## src/rtl/dram_cmd_pkg.sv

```systemverilog
// DRAM command set and the DFI {cs_n, ras_n, cas_n, we_n} encodings shared by the
// command arbiter.
package dram_cmd_pkg;

    typedef enum logic [2:0] {NOP, ACT, RD, WR, PRE, REF} cmd_e;

    localparam logic [3:0] ENC_NOP = 4'b1111;
    localparam logic [3:0] ENC_ACT = 4'b0011;
    localparam logic [3:0] ENC_RD  = 4'b0101;
    localparam logic [3:0] ENC_WR  = 4'b0100;
    localparam logic [3:0] ENC_PRE = 4'b0010;
    localparam logic [3:0] ENC_REF = 4'b0001;

    function automatic logic [3:0] cmd_enc(input cmd_e c);
        case (c)
            ACT:     return ENC_ACT;
            RD:      return ENC_RD;
            WR:      return ENC_WR;
            PRE:     return ENC_PRE;
            REF:     return ENC_REF;
            default: return ENC_NOP;
        endcase
    endfunction

endpackage

```

## src/rtl/bk_cmd_arb_if.sv

```systemverilog
// Bank-scheduler request/grant bundle plus the registered DFI command outputs.
interface bk_cmd_arb_if #(
    parameter int NUM_BANK = 4,
    parameter int RA_W     = 13,
    parameter int CA_W     = 10,
    parameter int ADDR_W   = 14
);
    logic [NUM_BANK-1:0]         act_req, rd_req, wr_req, pre_req, ref_req;
    logic [NUM_BANK*RA_W-1:0]    ra;
    logic [NUM_BANK*CA_W-1:0]    ca;
    logic [NUM_BANK-1:0]         act_gnt, rd_gnt, wr_gnt, pre_gnt, ref_gnt;
    logic                        dfi_cs_n, dfi_ras_n, dfi_cas_n, dfi_we_n;
    logic [$clog2(NUM_BANK)-1:0] dfi_bank;
    logic [ADDR_W-1:0]           dfi_address;

    modport master (
        output act_req, rd_req, wr_req, pre_req, ref_req, ra, ca,
        input  act_gnt, rd_gnt, wr_gnt, pre_gnt, ref_gnt,
        input  dfi_cs_n, dfi_ras_n, dfi_cas_n, dfi_we_n, dfi_bank, dfi_address
    );

    modport slave (
        input  act_req, rd_req, wr_req, pre_req, ref_req, ra, ca,
        output act_gnt, rd_gnt, wr_gnt, pre_gnt, ref_gnt,
        output dfi_cs_n, dfi_ras_n, dfi_cas_n, dfi_we_n, dfi_bank, dfi_address
    );
endinterface

```

## src/rtl/rr_arb.sv

```systemverilog
// Round-robin picker: first set request at or after ptr, wrapping; one-hot grant.
// N must be a power of two so the pointer offset wraps by truncation.
module rr_arb #(
    parameter int N = 4
) (
    input  logic [N-1:0]         req,
    input  logic [$clog2(N)-1:0] ptr,
    output logic [N-1:0]         gnt
);
    localparam int PW = $clog2(N);

    logic [PW-1:0] idx;
    logic          found;

    always_comb begin
        gnt   = '0;
        found = 1'b0;
        idx   = '0;
        for (int i = 0; i < N; i++) begin
            idx = ptr + PW'(i);
            if (!found && req[idx]) begin
                gnt[idx] = 1'b1;
                found    = 1'b1;
            end
        end
    end
endmodule

```

## src/rtl/bk_cmd_arb.sv

```systemverilog
// Per-cycle DRAM command arbiter: REF > column > PRE > ACT with inter-command
// spacing counters, round-robin bank choice and a registered DFI command stage.
module bk_cmd_arb
    import dram_cmd_pkg::*;
#(
    parameter int NUM_BANK = 4,
    parameter int RA_W     = 13,
    parameter int CA_W     = 10,
    parameter int ADDR_W   = 14,
    parameter int TW       = 4
) (
    input  logic          clk,
    input  logic          rst,
    input  logic          init_done,
    input  logic [TW-1:0] t_rrd,
    input  logic [TW-1:0] t_ccd,
    input  logic [TW-1:0] t_wtr,
    input  logic [TW-1:0] t_rtw,
    bk_cmd_arb_if.slave   bus
);
    localparam int BW = $clog2(NUM_BANK);

    logic [BW-1:0]       rr_ptr, win_bank;
    logic [TW-1:0]       cnt_rrd, cnt_ccd, cnt_wtr, cnt_rtw;
    logic [NUM_BANK-1:0] col_req, act_elig, col_oh, pre_oh, act_oh, win_oh;
    logic                rd_ok, wr_ok, act_ok;
    logic [ADDR_W-1:0]   win_addr;
    logic [3:0]          dfi_cmd;
    cmd_e                cmd;

    function automatic logic [TW-1:0] sat_dec(input logic [TW-1:0] v);
        return (v == '0) ? '0 : v - TW'(1);
    endfunction

    assign rd_ok  = (cnt_ccd == '0) && (cnt_wtr == '0);
    assign wr_ok  = (cnt_ccd == '0) && (cnt_rtw == '0);
    assign act_ok = (cnt_rrd == '0);

    // Timing-blocked requests are masked before arbitration so a blocked class
    // falls through to the next one in the same cycle.
    assign col_req  = (bus.rd_req & {NUM_BANK{rd_ok}}) | (bus.wr_req & {NUM_BANK{wr_ok}});
    assign act_elig = bus.act_req & {NUM_BANK{act_ok}};

    rr_arb #(.N(NUM_BANK)) u_col (.req(col_req),     .ptr(rr_ptr), .gnt(col_oh));
    rr_arb #(.N(NUM_BANK)) u_pre (.req(bus.pre_req), .ptr(rr_ptr), .gnt(pre_oh));
    rr_arb #(.N(NUM_BANK)) u_act (.req(act_elig),    .ptr(rr_ptr), .gnt(act_oh));

    always_comb begin
        cmd    = NOP;
        win_oh = '0;
        if (!rst && init_done) begin
            if (&bus.ref_req) begin
                cmd = REF;
            end else if (|col_oh) begin
                win_oh = col_oh;
                // A bank asking for both RD and WR gets the RD when it is legal.
                cmd = ((|(col_oh & bus.rd_req)) && rd_ok) ? RD : WR;
            end else if (|pre_oh) begin
                win_oh = pre_oh;
                cmd    = PRE;
            end else if (|act_oh) begin
                win_oh = act_oh;
                cmd    = ACT;
            end
        end
    end

    always_comb begin
        win_bank = '0;
        for (int i = 0; i < NUM_BANK; i++)
            if (win_oh[i]) win_bank = BW'(i);
    end

    always_comb begin
        win_addr = '0;
        case (cmd)
            ACT: win_addr = ADDR_W'(bus.ra[int'(win_bank)*RA_W +: RA_W]);
            RD, WR: begin
                win_addr     = ADDR_W'(bus.ca[int'(win_bank)*CA_W +: CA_W]);
                win_addr[10] = 1'b0;
            end
            default: win_addr = '0;
        endcase
    end

    assign bus.act_gnt = (cmd == ACT) ? win_oh : '0;
    assign bus.rd_gnt  = (cmd == RD)  ? win_oh : '0;
    assign bus.wr_gnt  = (cmd == WR)  ? win_oh : '0;
    assign bus.pre_gnt = (cmd == PRE) ? win_oh : '0;
    assign bus.ref_gnt = {NUM_BANK{cmd == REF}};

    assign {bus.dfi_cs_n, bus.dfi_ras_n, bus.dfi_cas_n, bus.dfi_we_n} = dfi_cmd;

    always_ff @(posedge clk) begin
        if (rst) begin
            cnt_rrd         <= '0;
            cnt_ccd         <= '0;
            cnt_wtr         <= '0;
            cnt_rtw         <= '0;
            rr_ptr          <= '0;
            dfi_cmd         <= ENC_NOP;
            bus.dfi_bank    <= '0;
            bus.dfi_address <= '0;
        end else begin
            cnt_rrd <= (cmd == ACT)              ? sat_dec(t_rrd) : sat_dec(cnt_rrd);
            cnt_ccd <= (cmd == RD || cmd == WR)  ? sat_dec(t_ccd) : sat_dec(cnt_ccd);
            cnt_wtr <= (cmd == WR)               ? sat_dec(t_wtr) : sat_dec(cnt_wtr);
            cnt_rtw <= (cmd == RD)               ? sat_dec(t_rtw) : sat_dec(cnt_rtw);
            if (cmd inside {ACT, RD, WR, PRE})
                rr_ptr <= (win_bank == BW'(NUM_BANK-1)) ? '0 : win_bank + BW'(1);
            dfi_cmd         <= cmd_enc(cmd);
            bus.dfi_bank    <= win_bank;
            bus.dfi_address <= win_addr;
        end
    end
endmodule
```

## src/flat_wrapper.sv

```systemverilog
// flat-port wrapper written by rule: the top's interface ports become plain ports
module bk_cmd_arb_flat import dram_cmd_pkg::*;
#(
    parameter int NUM_BANK = 4,
    parameter int RA_W     = 13,
    parameter int CA_W     = 10,
    parameter int ADDR_W   = 14,
    parameter int TW       = 4
)
  (clk, rst, init_done, t_rrd, t_ccd, t_wtr, t_rtw, bus_act_req, bus_rd_req, bus_wr_req, bus_pre_req, bus_ref_req, bus_ra, bus_ca, bus_act_gnt, bus_rd_gnt, bus_wr_gnt, bus_pre_gnt, bus_ref_gnt, bus_dfi_cs_n, bus_dfi_ras_n, bus_dfi_cas_n, bus_dfi_we_n, bus_dfi_bank, bus_dfi_address);
  bk_cmd_arb_if #(.NUM_BANK(NUM_BANK), .RA_W(RA_W), .CA_W(CA_W), .ADDR_W(ADDR_W)) bus_i ();
  input  logic clk;
  input  logic rst;
  input  logic init_done;
  input  logic [TW-1:0] t_rrd;
  input  logic [TW-1:0] t_ccd;
  input  logic [TW-1:0] t_wtr;
  input  logic [TW-1:0] t_rtw;
  input wire logic [$bits(bus_i.act_req)-1:0] bus_act_req;
  input wire logic [$bits(bus_i.rd_req)-1:0] bus_rd_req;
  input wire logic [$bits(bus_i.wr_req)-1:0] bus_wr_req;
  input wire logic [$bits(bus_i.pre_req)-1:0] bus_pre_req;
  input wire logic [$bits(bus_i.ref_req)-1:0] bus_ref_req;
  input wire logic [$bits(bus_i.ra)-1:0] bus_ra;
  input wire logic [$bits(bus_i.ca)-1:0] bus_ca;
  output wire logic [$bits(bus_i.act_gnt)-1:0] bus_act_gnt;
  output wire logic [$bits(bus_i.rd_gnt)-1:0] bus_rd_gnt;
  output wire logic [$bits(bus_i.wr_gnt)-1:0] bus_wr_gnt;
  output wire logic [$bits(bus_i.pre_gnt)-1:0] bus_pre_gnt;
  output wire logic [$bits(bus_i.ref_gnt)-1:0] bus_ref_gnt;
  output wire logic [$bits(bus_i.dfi_cs_n)-1:0] bus_dfi_cs_n;
  output wire logic [$bits(bus_i.dfi_ras_n)-1:0] bus_dfi_ras_n;
  output wire logic [$bits(bus_i.dfi_cas_n)-1:0] bus_dfi_cas_n;
  output wire logic [$bits(bus_i.dfi_we_n)-1:0] bus_dfi_we_n;
  output wire logic [$bits(bus_i.dfi_bank)-1:0] bus_dfi_bank;
  output wire logic [$bits(bus_i.dfi_address)-1:0] bus_dfi_address;
  assign bus_i.act_req = bus_act_req;
  assign bus_i.rd_req = bus_rd_req;
  assign bus_i.wr_req = bus_wr_req;
  assign bus_i.pre_req = bus_pre_req;
  assign bus_i.ref_req = bus_ref_req;
  assign bus_i.ra = bus_ra;
  assign bus_i.ca = bus_ca;
  assign bus_act_gnt = bus_i.act_gnt;
  assign bus_rd_gnt = bus_i.rd_gnt;
  assign bus_wr_gnt = bus_i.wr_gnt;
  assign bus_pre_gnt = bus_i.pre_gnt;
  assign bus_ref_gnt = bus_i.ref_gnt;
  assign bus_dfi_cs_n = bus_i.dfi_cs_n;
  assign bus_dfi_ras_n = bus_i.dfi_ras_n;
  assign bus_dfi_cas_n = bus_i.dfi_cas_n;
  assign bus_dfi_we_n = bus_i.dfi_we_n;
  assign bus_dfi_bank = bus_i.dfi_bank;
  assign bus_dfi_address = bus_i.dfi_address;
  bk_cmd_arb #(.NUM_BANK(NUM_BANK), .RA_W(RA_W), .CA_W(CA_W), .ADDR_W(ADDR_W), .TW(TW)) u_core (.clk(clk), .rst(rst), .init_done(init_done), .t_rrd(t_rrd), .t_ccd(t_ccd), .t_wtr(t_wtr), .t_rtw(t_rtw), .bus(bus_i));
endmodule
```

## config.mk

```make
export PLATFORM = sky130hd
export DESIGN_NAME = bk_cmd_arb_flat
export DESIGN_NICKNAME = d
export VERILOG_FILES = /design/src/rtl/dram_cmd_pkg.sv /design/src/rtl/bk_cmd_arb_if.sv /design/src/rtl/rr_arb.sv /design/src/rtl/bk_cmd_arb.sv /design/src/flat_wrapper.sv
export SDC_FILE = /design/constraint.sdc
export NUM_CORES = 1
export LEC_CHECK = 0
export ABC_AREA = 1
export CAP_MARGIN = 0
export CORE_MARGIN = 4
export CORE_UTILIZATION = 40
export DETAILED_ROUTE_END_ITERATION = 16
export MAX_ROUTING_LAYER = met4
export PLACE_DENSITY = 0.75
export SLEW_MARGIN = 20
export SYNTH_ARGS = -nofsm -noshare
export SYNTH_HDL_FRONTEND = slang
export SYNTH_SLANG_ARGS = --single-unit
```

## constraint.sdc

```tcl
create_clock -name clk -period 5.6 [get_ports clk]
set_input_delay 1.4 -clock clk [delete_from_list [all_inputs] [get_ports clk]]
set_output_delay 1.4 -clock clk [all_outputs]
set_load 0.02 [all_outputs]
```

Word level (Yosys, flattened, before mapping)

Cells that the tools add are included.

Register bits after elaboration: 38
Output and inout port bits: 40

Add/subtract/negate cells: 12
$mul: 2
Magnitude comparators: 8
Equality and inequality tests: 6
Shifts and indexed selects: 2
Muxes and demuxes: 86
Bitwise logic cells: 14
Reductions and logical operators: 43

Operators with widths:

| kind                                                                          | number |
|---|---|
| 4-bit 2-to-1 mux                                                              | 33 |
| 52-bit by 32-bit variable part select with 13-bit output                      | 1 |
| 4-bit OR                                                                      | 10 |
| 40-bit by 32-bit variable part select with 10-bit output                      | 1 |
| 4-bit zero test                                                               | 8 |
| 4-bit by 1-bit subtractor with 4-bit output (second input constant)           | 8 |
| 1-bit 2-to-1 mux                                                              | 28 |
| 13-bit one-hot mux with 2 select lines                                        | 1 |
| 1-bit binary-select mux with 2-bit select                                     | 12 |
| 4-bit one-hot mux with 5 select lines                                         | 1 |
| 1-bit logical AND                                                             | 17 |
| 4-bit bitwise AND                                                             | 4 |
| 4-bit OR reduction                                                            | 4 |
| 2-bit by 3-bit less-than comparator with 1-bit output (second input constant) | 4 |
| 3-bit 2-to-1 mux                                                              | 4 |
| 1-bit zero test                                                               | 10 |
| 1-bit demux with 2-bit select                                                 | 4 |
| 2-bit by 1-bit >= comparator with 1-bit output (second input constant)        | 4 |
| 3-bit by 2-bit equality test with 1-bit output (second input constant)        | 2 |
| 3-bit equality test (second input constant)                                   | 2 |
| 2-bit by 4-bit multiplier with 6-bit output (second input constant)           | 1 |
| 2-bit 2-to-1 mux                                                              | 3 |
| 2-bit by 3-bit multiplier with 5-bit output (second input constant)           | 1 |
| 2-bit by 1-bit adder with 2-bit output (second input constant)                | 2 |
| other kinds (7)                                                               | 8 |

Depth between registers and ports, before layout

Gate-level depths: netlist of run 1.

Depth in word-level cells: 26
Depth in mapped cells: 27
Mapped depth without buffers: 24

Hierarchy

Synthesis of run 1 repeated with hierarchy kept, for this count alone.

Cells, all modules: 797
Area, all modules: 4,466.8 um^2

Modules (own cells, without submodules):

| module     | instances | cells an instance | area each (um^2) | sequential area each (um^2) |
|---|---|---|---|---|
| bk_cmd_arb | 1         | 578               | 3,269.4          | 740.7 |
| rr_arb     | 3         | 73                | 399.1            | 0.0 |

Worst setup path after synthesis of run 1

No wires, ideal clock.

Kind: input to output
Start point: in bus_pre_req[2]
End point: out bus_act_gnt[0]
Data arrival time: 3,404 ps
Required time: 4,200 ps
Slack: 796 ps
Stages on the path: 22
Buffers on the path: 0
Path through: inv_1 nand2_1 o21ai_1 nand2_1 nand2_1 nand2_2 nor2_2 nand2_1 inv_1 nor2_1 nand2_2 nor2_2 nand2_1 inv_2 nand2_1 o21ai_1 inv_2 nand2_2 nand2_1 nor2_2 inv_1 nor2_1

Cells in the longest elaborated chain, start to end: 19
Elaborated cells between the ends (all ways): 35

Ends and longest elaborated chain:

| item                                           | RTL line           | text |
|---|---|---|
| from (decl)                                    | flat_wrapper.sv:22 | `input wire logic [$bits(bus_i.pre_req)-1:0] bus_pre_req;` |
| 1-bit binary-select mux with 2-bit select      | rr_arb.sv:21       | `if (!found && req[idx]) begin` |
| 1-bit 2-to-1 mux (implied by the code)         | rr_arb.sv:21       |  |
| 1-bit 2-to-1 mux                               | rr_arb.sv:21       |  |
| 1-bit zero test                                | rr_arb.sv:21       |  |
| 1-bit logical AND                              | rr_arb.sv:21       |  |
| 1-bit 2-to-1 mux                               | rr_arb.sv:21       |  |
| 1-bit zero test                                | rr_arb.sv:21       |  |
| 1-bit logical AND                              | rr_arb.sv:21       |  |
| [... 3 more ...]                               | --                 |  |
| 4-bit 2-to-1 mux *                             | rr_arb.sv:21       |  |
| 4-bit OR reduction                             | bk_cmd_arb.sv:58   | `end else if (\|pre_oh) begin` |
| 3-bit 2-to-1 mux                               | bk_cmd_arb.sv:58   |  |
| 3-bit 2-to-1 mux                               | bk_cmd_arb.sv:54   | `end else if (\|col_oh) begin` |
| 3-bit 2-to-1 mux                               | bk_cmd_arb.sv:52   | `if (&bus.ref_req) begin` |
| 3-bit 2-to-1 mux                               | bk_cmd_arb.sv:51   | `if (!rst && init_done) begin` |
| 3-bit by 1-bit equality test with 1-bit output | bk_cmd_arb.sv:86   | `assign bus.act_gnt = (cmd == ACT) ? win_oh : '0;` |
| 4-bit 2-to-1 mux *                             | bk_cmd_arb.sv:86   |  |
| to (decl)                                      | flat_wrapper.sv:26 | `output wire logic [$bits(bus_i.act_gnt)-1:0] bus_act_gnt;` |

Every way passes the cells marked *; elsewhere a longest branch is shown, timed or not. The select of a mux whose other input is x is not followed.

Worst setup path in the final report of run 1

Start point: in bus_act_req[0]
End point: out bus_rd_gnt[1]

Cells in the longest elaborated chain, start to end: 21
Elaborated cells between the ends (all ways): 38

Ends and longest elaborated chain:

| item                                           | RTL line           | text |
|---|---|---|
| from (decl)                                    | flat_wrapper.sv:19 | `input wire logic [$bits(bus_i.act_req)-1:0] bus_act_req;` |
| 4-bit bitwise AND *                            | bk_cmd_arb.sv:42   | `assign act_elig = bus.act_req & {NUM_BANK{act_ok}};` |
| 1-bit binary-select mux with 2-bit select      | rr_arb.sv:21       |  |
| 1-bit 2-to-1 mux (implied by the code)         | rr_arb.sv:21       |  |
| 1-bit 2-to-1 mux                               | rr_arb.sv:21       |  |
| 1-bit zero test                                | rr_arb.sv:21       |  |
| 1-bit logical AND                              | rr_arb.sv:21       |  |
| 1-bit 2-to-1 mux                               | rr_arb.sv:21       |  |
| 1-bit zero test                                | rr_arb.sv:21       |  |
| [... 5 more ...]                               | --                 |  |
| 4-bit OR reduction                             | bk_cmd_arb.sv:61   | `end else if (\|act_oh) begin` |
| 1-bit 2-to-1 mux                               | bk_cmd_arb.sv:61   |  |
| 3-bit 2-to-1 mux                               | bk_cmd_arb.sv:58   |  |
| 3-bit 2-to-1 mux                               | bk_cmd_arb.sv:54   |  |
| 3-bit 2-to-1 mux                               | bk_cmd_arb.sv:52   |  |
| 3-bit 2-to-1 mux                               | bk_cmd_arb.sv:51   |  |
| 3-bit by 2-bit equality test with 1-bit output | bk_cmd_arb.sv:87   | `assign bus.rd_gnt = (cmd == RD) ? win_oh : '0;` |
| 4-bit 2-to-1 mux *                             | bk_cmd_arb.sv:87   |  |
| to (decl)                                      | flat_wrapper.sv:27 | `output wire logic [$bits(bus_i.rd_gnt)-1:0] bus_rd_gnt;` |

Marks and branches as above.

==> results of run 1 <==
==> what timing repair did <==
item,CTS,global route
pin swaps,0,0
setup buffers,0,0
gates resized for setup,13,40
setup endpoints to repair,13,20
hold buffers,0,0
==> through the flow <==
| stage | hold slack [ns] | power (mW) | utilization |
|---|---|---|---|
| after CTS | 0.492 | 3.74 | 0.616 |
| final | 0.494 | 3.77 | 0.618 |
| after global placement | 0.472 | 3.53 | 0.609 |
| after detailed placement | 0.480 | 3.55 | 0.609 |
| after global routing | 0.539 | 4.16 | 0.618 |
| after floorplan | 0.454 | 2.49 | - |
==> final cells by class <==
| type | count | area [um^2] |
|---|---|---|
| multi-input combinational | 591 | 2920 |
| tap | 136 | 170 |
| inverter | 93 | 349 |
| fill | 1022 | 3910 |
| sequential | 37 | 741 |
| timing repair buffer | 222 | 2060 |
| clock buffer | 7 | 86.3 |
==> sequential cells by signal, indices dropped and copies added, names as in the netlist <==
name and flops:
u_core.cnt_wtr 4, u_core.bus.dfi_bank 2, u_core.cnt_rtw 4, u_core.cnt_ccd 4, u_core.dfi_cmd 4, u_core.rr_ptr 2, u_core.bus.dfi_address 13, u_core.cnt_rrd 4
==> per-layer routing <==
metal / GRT usage / share of wire / vias up
met5: - / 0 / -
met4: 0.0334 / 0.011 / 0
met3: 0.0414 / 0.088 / 10
met2: 0.387 / 0.48 / 185
met1: 0.274 / 0.43 / 2242
li1: - / - / 2779
==> logic make-up (layout without fill, tap and decap cells) <==
family / after synthesis / after routing
flip-flops: 37 / 37
AO/OA/AOI/OAI: 83 / 83
buffers and inverters: 125 / 322
AND/OR/NAND/NOR: 498 / 498
XOR/XNOR: 1 / 1
adder cells (fa/ha/maj): 8 / 8
other: 1 / 1
==> cells in the final DEF (no fill, tap or decap), drive strengths merged, types with 3 or more instances in the layout <==
cell | Yosys | layout
a21oi | 46 | 46
a31oi | 5 | 5
buf | 25 | 56
clkbuf | 7 | 13
clkdlybuf4s50 | 0 | 149
dfxtp | 37 | 37
dlygate4sd2 | 0 | 3
dlymetal6s2s | 0 | 7
ha | 8 | 8
inv | 91 | 91
nand2 | 266 | 266
nand3 | 71 | 71
nand3b | 46 | 46
nand4 | 14 | 14
nor2 | 90 | 90
o21ai | 27 | 27
or2 | 7 | 7
==> critical path, delay by kind of cell <==
kind,cells,cell delay [ns]
AO/OA/AOI/OAI,2,0.25
AND/OR/NAND/NOR,10,1.21
buffers and inverters,5,1.11
==> worst paths after layout <==
check,depth (start not counted),end,start,slack (ns)
max,17,bus_rd_gnt[1],bus_act_req[0],0.24
max reg2reg,21,u_core.bus.dfi_address[9],u_core.rr_ptr[0],1.85
min reg2reg,2,u_core.cnt_rrd[3],u_core.cnt_rrd[3],0.49
min,2,u_core.cnt_rrd[3],u_core.cnt_rrd[3],0.49
==> power by group <==
group	internal, mW	switching (mW)
registers	0.351	0.0366
clock network	0.0976	0.0875
logic	1.25	1.95
==> flow_summary.toml, run 1 <==
[grt]
grt_pass1_vias = 4606
grt_util_all_layers = 0.223
grt_max_degree = 48
grt_first_pass_wirelength_um = 21500
overflow = 0
antenna_found_initial = 0

[yosys]
yosysMostFrequentCell = "nand2_1"
synth_top_family_by_area = "simple AND/OR/NAND/NOR gates"
synth_nets = 892
yosysSeqAreaShare = 0.178
synth-edff-count = 0
synth-compound-area-share = 0.113
synth-adder-area-share = 0.0240
yosysUniqueCellTypes = 36
syn_area_per_cell_um2 = 5.54
yosys_warnings = 0
synth_ff_type = "dfxtp_1"
ys_ff_latch = 37
netlist_instances = 753
yosys.area_share.xor_xnor = 0.00210
ys_top_cells_by_count = "253 x nand2_1, 82 x inv_1, 79 x nor2_1"
yosys.area_share.simple = 0.551
yosysTopAreaCell = "nand2_1"
netlist_area_mm2 = 0.00417
synth_area_leaders = "nand2_1 23%, dfxtp_1 18%, nand3b_1 8.3%, nand3_1 8.0%, inv_1 7.4%"
synth_top_cell_area_share = 0.228
post_synth_mux_area_share = 0
ys_async_sr_fraction = 0

[critical_path]
critical_path_required_ns = 4.20
cp_max_fo = 8
path_cells = "clkdlybuf4s50_1, nand3_1, nand2_1, nand2_1, nand2_1, nand2_1, inv_1, nor2_2, nand3_1, nand3_1, buf_4, a31oi_1, buf_4, o21bai_4, nand2_1, nor2_1, dlygate4sd2_1"
critPathKind = "in2out"
endpoint_kind = "output pin"
cp-start-kind = "primary input"
cpPeakStageDelay_ns = 0.42
critPathArrivalTime_ns = 3.96
crit_path_top_delay_cell = "clkdlybuf4s50_1"
crit_top_cell = "nand2_1"

[finish]
final_cells = 1086
final_area_mm2 = 0.00632
diodes = 0
fin_nets = 1089
drive_gt1_frac = 0.127
area_delta_synth_final_pct = 51.7

[place]
portBuffers = 169
dpl.hpwl_um = 10800
place_inst = 1079
place_area_mm2 = 0.00623
post-place-ws_ns = -0.115
gp_congestion = 0.917

[routing]
antenna_left = 0
drt_iter0_markers = 401
vias = 5216
drtPass1Iterations = 5
avgViaCountPerCell = 4.80
wl_per_cell_um = 12.8
drc_errors = 0
routed_wirelength_um = 13900

[die]
die_area_mm2 = 0.0121
rows = 37
die_h_um = 110
die_x_um = 110
core-area_mm2 = 0.0102
pin_count = 171
start_util = 0.408

[cts]
cts_tree = "done"
cts.sinks = 37
cts_buffers = 5
clk_latency_ns = 0.28
cts_root_buffer = "clkbuf_8"
clockBufferDepth = 2
htreeDepth = 2
cts.clk_slew.worst_paths_ns = 0.06

[timing]
rsz0062_at_grt = "true"
setup_tns_ns = 0
finalCriticalPeriod_ns = 5.36
max_slew_margin = 0.534
slew_violations = 0
skew_ns = 0.00704
max_freq_mhz = 186
finalSetupViolCount = 0
worstMarginPinSlew_ns = 0.697
finalWorstSetupSlack_ns = 0.235
final_hold_viol_count = 0
min_period_over_period = 0.958

[pwr]
p_leak_nw = 3.27
power_density_mw_per_mm2 = 596
ir_drop_v = 0.000301

[outcome]
outcome = "completed"

[hold_path]
hold_class = "reg2reg"

[job]
max_cap_violations = 0
No activity file was read; power rests on OpenSTA's default activity.
==> run 2: changes to the inputs <==
- SLEW_MARGIN: 20 -> 10
==> results of run 2 <==
The final DEF is identical to that of run 1; final timing and power are the same.
